### config.mk
export PLATFORM = sky130hd
export DESIGN_NAME = ev22_sequencer
export DESIGN_NICKNAME = d
export VERILOG_FILES = /design/src/rtl/ev22_sequencer.sv
export SDC_FILE = /design/constraint.sdc
export NUM_CORES = 1
export LEC_CHECK = 0
export CORE_UTILIZATION = 43
export CTS_CLUSTER_DIAMETER = 100
export DETAILED_ROUTE_END_ITERATION = 16
export GPL_TIMING_DRIVEN = 0
export PLACE_DENSITY = 0.74
export SYNTH_ARGS = -nofsm -noshare
export SYNTH_HDL_FRONTEND = slang
export SYNTH_SLANG_ARGS = --single-unit
### constraint.sdc
create_clock -name clk -period 1.84 [get_ports clk]
set_input_delay 0.552 -clock clk [delete_from_list [all_inputs] [get_ports clk]]
set_output_delay 0.552 -clock clk [all_outputs]
set_load 0.05 [all_outputs]
### src/rtl/ev22_sequencer.sv
// EV22 multi-cycle control sequencer: fetch over req/ack, give the decoder a cycle,
// then issue PC update, optional data access and write-back strobes.
module ev22_sequencer #(
  parameter int PC_W  = 16,
  parameter int TMO   = 15,
  parameter int CNT_W = 16
) (
  input  logic             clk,
  input  logic             rst_n,
  input  logic             run,
  output logic             imem_req,
  input  logic             imem_ack,
  output logic             ir_load,
  input  logic [6:0]       itype,     // decoder instruction class ("type")
  input  logic             mr,
  input  logic             mw,
  input  logic             branch_taken,
  output logic             pc_inc,
  output logic             pc_load,
  output logic             dmem_req,
  output logic             dmem_we,
  input  logic             dmem_ack,
  output logic             rf_we,
  output logic             w_we,
  output logic             halted,
  output logic             bus_err,
  output logic [CNT_W-1:0] instr_count
);

  typedef enum logic [2:0] {
    S_IDLE, S_FETCH, S_DECODE, S_EXEC, S_MEM, S_WB, S_HALT, S_ERR
  } state_t;

  state_t           r_state, w_next;
  logic [7:0]       r_wait;
  logic [CNT_W-1:0] r_cnt;
  logic             w_tmo;

  // PC width and the ALU/spare class bits carry no function in this block.
  logic [PC_W-1:0]  w_pcw_unused;
  logic             w_unused;
  assign w_pcw_unused = '0;
  assign w_unused     = ^{itype[5:3], w_pcw_unused};

  // Counter holds the number of ackless cycles so far; ack takes priority over timeout.
  assign w_tmo       = (r_wait == 8'(TMO - 1));
  assign instr_count = r_cnt;

  always_comb begin
    w_next   = r_state;
    imem_req = 1'b0;
    ir_load  = 1'b0;
    pc_inc   = 1'b0;
    pc_load  = 1'b0;
    dmem_req = 1'b0;
    dmem_we  = 1'b0;
    rf_we    = 1'b0;
    w_we     = 1'b0;
    halted   = 1'b0;
    bus_err  = 1'b0;
    case (r_state)
      S_IDLE:   if (run) w_next = S_FETCH;
      S_FETCH: begin
        imem_req = 1'b1;
        if (imem_ack) begin
          ir_load = 1'b1;
          w_next  = S_DECODE;
        end else if (w_tmo) begin
          w_next = S_ERR;
        end
      end
      S_DECODE: w_next = S_EXEC;
      S_EXEC: begin
        if (mr && mw) begin
          w_next = S_ERR;
        end else begin
          if (itype[2] && branch_taken) pc_load = 1'b1;
          else                          pc_inc  = 1'b1;
          w_next = (mr || mw) ? S_MEM : S_WB;
        end
      end
      S_MEM: begin
        dmem_req = 1'b1;
        dmem_we  = mw;
        if (dmem_ack)   w_next = S_WB;
        else if (w_tmo) w_next = S_ERR;
      end
      S_WB: begin
        rf_we = itype[0];
        w_we  = itype[1];
        if (itype[6]) w_next = S_HALT;
        else if (run) w_next = S_FETCH;
        else          w_next = S_IDLE;
      end
      S_HALT:   halted  = 1'b1;
      S_ERR:    bus_err = 1'b1;
      default:  w_next  = S_IDLE;
    endcase
  end

  always_ff @(posedge clk or negedge rst_n) begin
    if (!rst_n) begin
      r_state <= S_IDLE;
      r_wait  <= '0;
      r_cnt   <= '0;
    end else begin
      r_state <= w_next;
      if (w_next != r_state)
        r_wait <= '0;
      else if (r_state == S_FETCH || r_state == S_MEM)
        r_wait <= r_wait + 8'd1;
      if (r_state == S_WB)
        r_cnt <= r_cnt + CNT_W'(1);
    end
  end

endmodule

==> results of run 1 <==
[power by group]
group	total [uW]	leakage [uW]	switching [uW]	internal [uW]
Combinational	2110	0.000767	1180	930
Sequential	777	0.000360	93.0	684
Clock	296	0.0000183	207	89.3
Total	3190	0.00115	1480	1700
[layout by cell type, fill, tap and decap left out, types with 2 or more instances in the layout]
master / instances
xor2_1: 6
clkdlybuf4s15_2: 10
nand2_1: 14
nand4_1: 3
and2_4: 5
a2111oi_4: 2
nor2_4: 3
nor3_4: 3
and3_1: 6
clkbuf_2: 6
nor3_2: 5
ha_1: 3
o21ai_0: 2
xnor2_1: 17
nor2_1: 5
dlygate4sd2_1: 4
buf_8: 7
clkdlybuf4s15_1: 2
nand3_1: 7
a21oi_1: 3
buf_6: 14
nand2_4: 2
and3_4: 3
dfrtp_1: 26
buf_4: 27
clkbuf_4: 3
clkdlybuf4s50_1: 5
inv_1: 2
nor2b_4: 2
nor2_2: 3
[layout make-up]
type | instances | area, um2
plain buffers | 5 | 60.1
clock buffers | 3 | 22.5
clock inverters | 1 | 8.76
fillers | 215 | 902
inverters | 3 | 18.8
multi-input cells | 121 | 1020
flip-flops and latches | 27 | 677
well taps | 46 | 57.6
repair buffers | 70 | 653
[synth_stat cells, types with 2 or more instances]
| master | count | area (um2) |
|---|---|---|
| a21oi_1 | 5 | 25.0 |
| and2_1 | 4 | 25.0 |
| and3_1 | 10 | 62.6 |
| and3b_1 | 2 | 17.5 |
| buf_2 | 3 | 15.0 |
| buf_6 | 2 | 22.5 |
| dfrtp_1 | 27 | 676 |
| ha_1 | 4 | 50.1 |
| inv_1 | 3 | 11.3 |
| nand2_1 | 16 | 60.1 |
| nand3_1 | 7 | 35.0 |
| nand4_1 | 3 | 18.8 |
| nor2_1 | 10 | 37.5 |
| nor2b_1 | 3 | 18.8 |
| nor3_1 | 8 | 40.0 |
| o21ai_0 | 2 | 10.0 |
| xnor2_1 | 17 | 149 |
| xor2_1 | 6 | 52.6 |
[kinds of logic after synthesis]
family / count (synthesis)
AO/OA/AOI/OAI: 18
XOR/XNOR: 23
adder cells (fa/ha/maj): 4
buffers and inverters: 8
flip-flops: 27
multiplexers: 1
AND/OR/NAND/NOR: 75
[routing by layer]
layer / routed length, um / vias to the layer above
met3: 146 / 9
met5: 0 / -
met1: 1820 / 722
met4: 85 / 0
met2: 2230 / 47
li1: - / 695
[state kept, by name, summed over array words and instances (netlist names)]
signal       flops
instr_count     16
r_state          3
r_wait           8
[stage by stage]
| step | utilization | cells |
|---|---|---|
| 6_report | 0.736 | 276 |
| 2_1_floorplan | - | 156 |
| 4_1_cts | 0.704 | 264 |
| 5_1_grt | 0.736 | 276 |
| 3_3_place_gp | 0.601 | 239 |
| 3_5_place_dp | 0.601 | 239 |
[worst min path at each step]
stage,startpoint,end,cells after the start
after global placement,instr_count[15],instr_count[15],1
after detailed placement,instr_count[15],instr_count[15],1
after CTS,instr_count[15],instr_count[15],1
after floorplan,rst_n,instr_count[0],0
final,instr_count[15],instr_count[15],1
after global routing,instr_count[15],instr_count[15],1
[what timing repair did]
action | CTS | global route
buffers inserted | 22 | 12
endpoints found under the setup margin | 35 | 28
gates resized for setup | 158 | 19
hold endpoints to repair | 0 | 0
pin swaps | 13 | 6
cloned | 0 | 0
==> impl_metrics.sql, run 1 <==
INSERT INTO impl_metrics (metric_group, metric, value, unit) VALUES
('cts', 'cts-root-buf', 'clkbuf_4', ''),
('global_routing', 'global_route.usage.total', '0.226', ''),
('timing', 'post-route-min-period', '2.10', 'ns'),
('yosys', 'ys_async_sr_fraction', '1.00', ''),
('placed_design', 'dp.final_hpwl', '2460', 'um'),
('placed_design', 'total_of_buffers_placed_on_input_and_output_ports', '37', ''),
('global_routing', 'grt_pass1_vias', '1483', ''),
('cts', 'cts.clk_slew.worst_paths', '0.16', 'ns'),
('setup_path', 'r2r_setup_slack', '-0.22', 'ns'),
('setup_path', 'slowest_delay', '0.41', 'ns'),
('drt', 'postRouteWirelength', '4280', 'um'),
('die', 'floorplan.rows', '21', ''),
('run', 'drv.max_cap_violation_count', '0', ''),
('timing', 'maximum_clock_frequency', '475', 'MHz'),
('die', 'design.die.area', '3870', 'um2'),
('final_layout', 'area.growth.synth_to_final', '61.4', '%'),
('setup_path', 'cp_data_arrival_time', '1.55', 'ns'),
('yosys', 'synthCells', '156', ''),
('drt', 'first_pass_iters', '4', ''),
('setup_path', 'worst-r2r-cell-count', '7', ''),
('global_routing', 'met3_usage', '0.0239', ''),
('timing', 'slew_headroom', '0.209', ''),
('timing', 'setup_viol', '18', ''),
('timing', 'hold_slack', '0.487', 'ns'),
('yosys', 'combinational_family_with_the_most_area_after_synthesis', 'simple AND/OR/NAND/NOR gates', ''),
('placed_design', 'detailed_place.area', '2050', 'um2'),
('setup_path', 'crit-reg2reg-capture', 'r_wait[1]', ''),
('final_layout', 'drive_above_1_share', '0.465', ''),
('setup_path', 'cell_chain_of_the_critical_path', 'buf_6, buf_8, nor2b_4, nand2_4, a21oi_4, buf_6', ''),
('setup_path', 'start_kind', 'register', ''),
('yosys', 'synth-seq-cells', '27', ''),
('timing', 'fin_skew', '0.00521', 'ns'),
('timing', 'rsz0062_at_grt', 'true', ''),
('pwr', 'power_per_cell_area', '1270', 'nW/um2'),
('setup_path', 'worst_path_max_delay_cell', 'dfrtp_1', ''),
('yosys', 'syn_avg_cell_area', '9.99', 'um2'),
('outcome', 'violations', 'setup timing', ''),
('setup_path', 'critical_path.reg2reg.startpoint', 'r_state[2]', ''),
('drt', 'dr_total_vias', '1473', ''),
('final_layout', 'fin_nets', '250', ''),
('global_routing', 'pin_count_of_the_biggest_net_entering_global_routing', '28', ''),
('setup_path', 'cp_data_required_time', '1.29', 'ns'),
('setup_path', 'timing.critical_path.max_delay_family', 'buffers and inverters', ''),
('hold_path', 'min-delay-path-class', 'reg -> reg', ''),
('global_routing', 'layer_with_the_highest_usage_after_global_routing', 'met2', ''),
('yosys', 'compound_cell_area_share_of_the_yosys_netlist', '0.0972', ''),
('timing', 'final_max_slew_viol_count', '0', ''),
('drt', 'detailedRoute.firstIterationViolations', '67', ''),
('final_layout', 'final_cell_area', '2510', 'um2'),
('cts', 'cts_hold_buf', '0', ''),
('placed_design', 'pre_cts_ws', '-1.06', 'ns'),
('global_routing', 'gr-usage-met2', '0.394', ''),
('timing', 'setup_slack', '-0.263', 'ns'),
('setup_path', 'worst-setup-path-type', 'reg -> out', ''),
('setup_path', 'critical_path.endpoint', 'pc_inc', ''),
('timing', 'tightestPinTransition', '1.18', 'ns'),
('outcome', 'outcome', 'complete, but fails checks', ''),
('die', 'initial_utilization', '0.456', ''),
('die', 'die_h', '62.2', 'um'),
('setup_path', 'worst_setup_path_startpoint', 'r_state[0]', ''),
('global_routing', 'antenna_violations_before_repair', '0', ''),
('pwr', 'post-layout-total-power', '3190', 'uW'),
('yosys', 'synth-adder-area-share', '0.0321', ''),
('cts', 'cts_htree_levels', '1', ''),
('drt', 'wire_per_inst', '15.5', 'um'),
('global_routing', 'gr-total-overflow', '0', ''),
('cts', 'cts-buffers-inserted', '3', ''),
('yosys', 'mappedNetlistNets', '175', ''),
('die', 'core-area', '3420', 'um2'),
('timing', 'final_min_period_over_clock_period', '1.14', ''),
('timing', 'totalNegativeSetupSlack', '-2.90', 'ns');
Power figures use the tool's default switching activity.
==> run 2, diff against run 1 <==
CORE_UTILIZATION = 45   (was 43)
CTS_BUF_LIST = sky130_fd_sc_hd__clkbuf_4   (was not set)
GPL_TIMING_DRIVEN = not set   (was 0)
PLACE_DENSITY = 0.77   (was 0.74)
==> run 2 against run 1 <==
Compared with the run above:
- sequential power rose by 6.2%
- global-route usage rose by 4.2 points
- first-iteration DRC count rose by 94%
- setup slack improved by 0.020 ns
- combinational power rose by 17%
- critical path type unchanged
- highest routed layer unchanged
- cell area rose by 9.4%
- sequential share of layout area fell by 2.2 points
- hold slack improved by 0.0051 ns
- clock skew fell by 0.0026 ns
- the flow still finishes with violations (setup timing)
- wire length rose by 25%
- largest cell class is now non-clock buffers
- non-clock buffer count rose by 14
==> impl_metrics.sql, run 2 (same netlist as run 1, synthesis figures left out) <==
INSERT INTO impl_metrics (metric_group, metric, value, unit) VALUES
('global_routing', 'pin_count_of_the_biggest_net_entering_global_routing', '28', ''),
('cts', 'cts.clk_slew.worst_paths', '0.16', 'ns'),
('timing', 'rsz0062_at_grt', 'true', ''),
('pwr', 'peakVddDrop', '944', 'uV'),
('pwr', 'p_seq_frac', '0.231', ''),
('global_routing', 'grt.met1_usage', '0.337', ''),
('global_routing', 'gr-usage-met2', '0.473', ''),
('pwr', 'post-layout-total-power', '3570', 'uW'),
('setup_path', 'setup.worst_path.end_class', 'output pin', ''),
('timing', 'setup_viol', '19', ''),
('pwr', 'p_comb_frac', '0.687', ''),
('die', 'initial_utilization', '0.490', ''),
('setup_path', 'worst-setup-path-type', 'reg -> out', ''),
('timing', 'post-route-min-period', '2.08', 'ns'),
('cts', 'cts-buffers-inserted', '3', ''),
('cts', 'cts-root-buf', 'clkbuf_4', ''),
('final_layout', 'antennaDiodeCount', '0', ''),
('setup_path', 'cp_data_arrival_time', '1.53', 'ns'),
('timing', 'setup_slack', '-0.243', 'ns'),
('placed_design', 'detailed_place.area', '2430', 'um2'),
('outcome', 'outcome', 'complete, but fails checks', ''),
('placed_design', 'gpl.final_weighted_congestion', '0.847', ''),
('outcome', 'violations', 'setup timing', ''),
('die', 'design.die.area', '3700', 'um2'),
('run', 'drv.max_cap_violation_count', '0', ''),
('placed_design', 'total_of_buffers_placed_on_input_and_output_ports', '37', ''),
('pwr', 'power.switching_fraction', '0.444', ''),
('global_routing', 'grt_first_pass_wirelength', '7260', 'um'),
('timing', 'maximum_clock_frequency', '480', 'MHz'),
('setup_path', 'cp_data_required_time', '1.29', 'ns'),
('setup_path', 'worst_path_max_delay_cell', 'dfrtp_2', ''),
('placed_design', 'cells_after_dpl', '258', ''),
('pwr', 'power.net_switching', '1590', 'uW'),
('cts', 'insertion_delay', '0.34', 'ns'),
('timing', 'tightestPinTransition', '0.423', 'ns'),
('drt', 'drcViolationCount', '0', ''),
('die', 'die_h', '60.8', 'um'),
('drt', 'detailedRoute.firstIterationViolations', '130', ''),
('die', 'core-area', '3180', 'um2'),
('drt', 'postRouteWirelength', '5360', 'um'),
('setup_path', 'slowest_delay', '0.45', 'ns'),
('cts', 'cts_htree_levels', '1', ''),
('final_layout', 'final_cell_mix', 'buf_4, dfrtp_1, buf_12', ''),
('pwr', 'power_per_cell_area', '1300', 'nW/um2'),
('setup_path', 'path_max_fanout', '5', ''),
('final_layout', 'fin_nets', '264', ''),
('timing', 'final_min_period_over_clock_period', '1.13', ''),
('drt', 'first_pass_iters', '4', ''),
('drt', 'vias_per_cell', '5.54', ''),
('final_layout', 'final_cells', '288', ''),
('drt', 'wire_per_inst', '18.6', 'um'),
('placed_design', 'dp.final_hpwl', '2790', 'um'),
('pwr', 'power_leakage', '0.00128', 'uW'),
('final_layout', 'final_util', '0.865', ''),
('global_routing', 'grt_pass1_vias', '1533', ''),
('setup_path', 'r2r_setup_slack', '-0.21', 'ns'),
('final_layout', 'final_cell_area', '2750', 'um2'),
('cts', 'clkSinkCount', '27', ''),
('drt', 'ant_nets', '0', ''),
('hold_path', 'min-delay-path-class', 'reg -> reg', ''),
('drt', 'dr_total_vias', '1596', ''),
('placed_design', 'pre_cts_ws', '-0.661', 'ns'),
('timing', 'slew_headroom', '0.716', ''),
('die', 'num_io_pins', '41', ''),
('die', 'floorplan.rows', '20', ''),
('global_routing', 'met3_usage', '0.0448', ''),
('setup_path', 'start_kind', 'register', ''),
('final_layout', 'area.growth.synth_to_final', '76.5', '%'),
('final_layout', 'number_of_flip_flops_under_the_largest_register_name', '16', ''),
('timing', 'finalHoldViolCount', '0', ''),
('hold_path', 'min_delay_path_depth', '1', ''),
('pwr', 'internal_power', '1990', 'uW'),
('cts', 'clk_path_buf_depth', '2', ''),
('die', 'die_w', '60.8', 'um'),
('global_routing', 'global_route.usage.total', '0.267', ''),
('pwr', 'clkPwrFrac', '0.082', ''),
('final_layout', 'drive_above_1_share', '0.480', ''),
('global_routing', 'gr-total-overflow', '0', ''),
('final_layout', 'final_common_cell', 'buf_4', ''),
('cts', 'cts_tree', 'yes', ''),
('timing', 'final_max_slew_viol_count', '0', ''),
('global_routing', 'antenna_violations_before_repair', '0', ''),
('timing', 'fin_skew', '0.00260', 'ns'),
('global_routing', 'layer_with_the_highest_usage_after_global_routing', 'met2', ''),
('setup_path', 'cell_chain_of_the_critical_path', 'buf_4, nor2b_4, nand2_2, a21oi_4, buf_12', ''),
('setup_path', 'worst-r2r-cell-count', '7', '');
==> run 2: cell count changes in the layout (fill, tap and decap cells not counted), sizes merged <==
cell           change
clkbuf             -5
dlygate4sd2        -2
clkdlybuf4s15     -10
clkdlybuf4s50      +1
buf               +29
dlymetal6s2s       +1
==> run 2: repair_timing <==
item | in CTS | in global routing
setup buffers | 21 | 5
pin swaps | 4 | 6
resized for setup | 17 | 21
hold buffers | 0 | 0
endpoints found under the setup margin | 18 | 22
cloned | 0 | 0
==> run 2: critical path, delay by kind of cell (launching register included) <==
kind / cells / cell delay, ns
compound gates: 1 / 0.15
buf+inv: 2 / 0.32
flops: 1 / 0.45
simple gates: 2 / 0.27
==> run 2: through the flow <==
stage | hold slack, ns | TNS [ns]
2_1_floorplan | 0.256 | -0.514
3_3_place_gp | 0.465 | -5.83
3_5_place_dp | 0.471 | -6.20
4_1_cts | 0.495 | -2.10
5_1_grt | 0.527 | -4.52
6_report | 0.492 | -3.46
==> run 2: cell type report <==
cell class / count / area [um2]
clock buffer: 3 / 22.5
fill: 148 / 429
inverter: 3 / 13.8
tap: 44 / 55.1
timing repair buffer: 89 / 1010
sequential: 27 / 679
multi-input combinational: 121 / 956
clock inverter: 1 / 8.76
==> run 2: worst paths after layout <==
kind,start,to
max,r_state[0],pc_inc
min,instr_count[15],instr_count[15]
max reg2reg,r_state[2],r_wait[1]
min reg2reg,instr_count[15],instr_count[15]
max in group asynchronous,rst_n,r_state[0]
min in group asynchronous,rst_n,instr_count[7]
==> run 2: power by group through the flow <==
stage | Clock (uW) | Sequential [uW] | Combinational, uW
after global routing | 313 | 831 | 2570
after detailed placement | 0 | 867 | 1790
final | 293 | 825 | 2460
after floorplan | 0 | 925 | 947
after CTS | 282 | 825 | 2120
after global placement | 0 | 849 | 1750
==> run 2: per-layer routing <==
metal,share of wire,wire (um),vias up
met5,0,0,-
met4,0.029,156,0
met3,0.062,335,19
met2,0.52,2790,83
met1,0.39,2080,775
li1,-,-,719
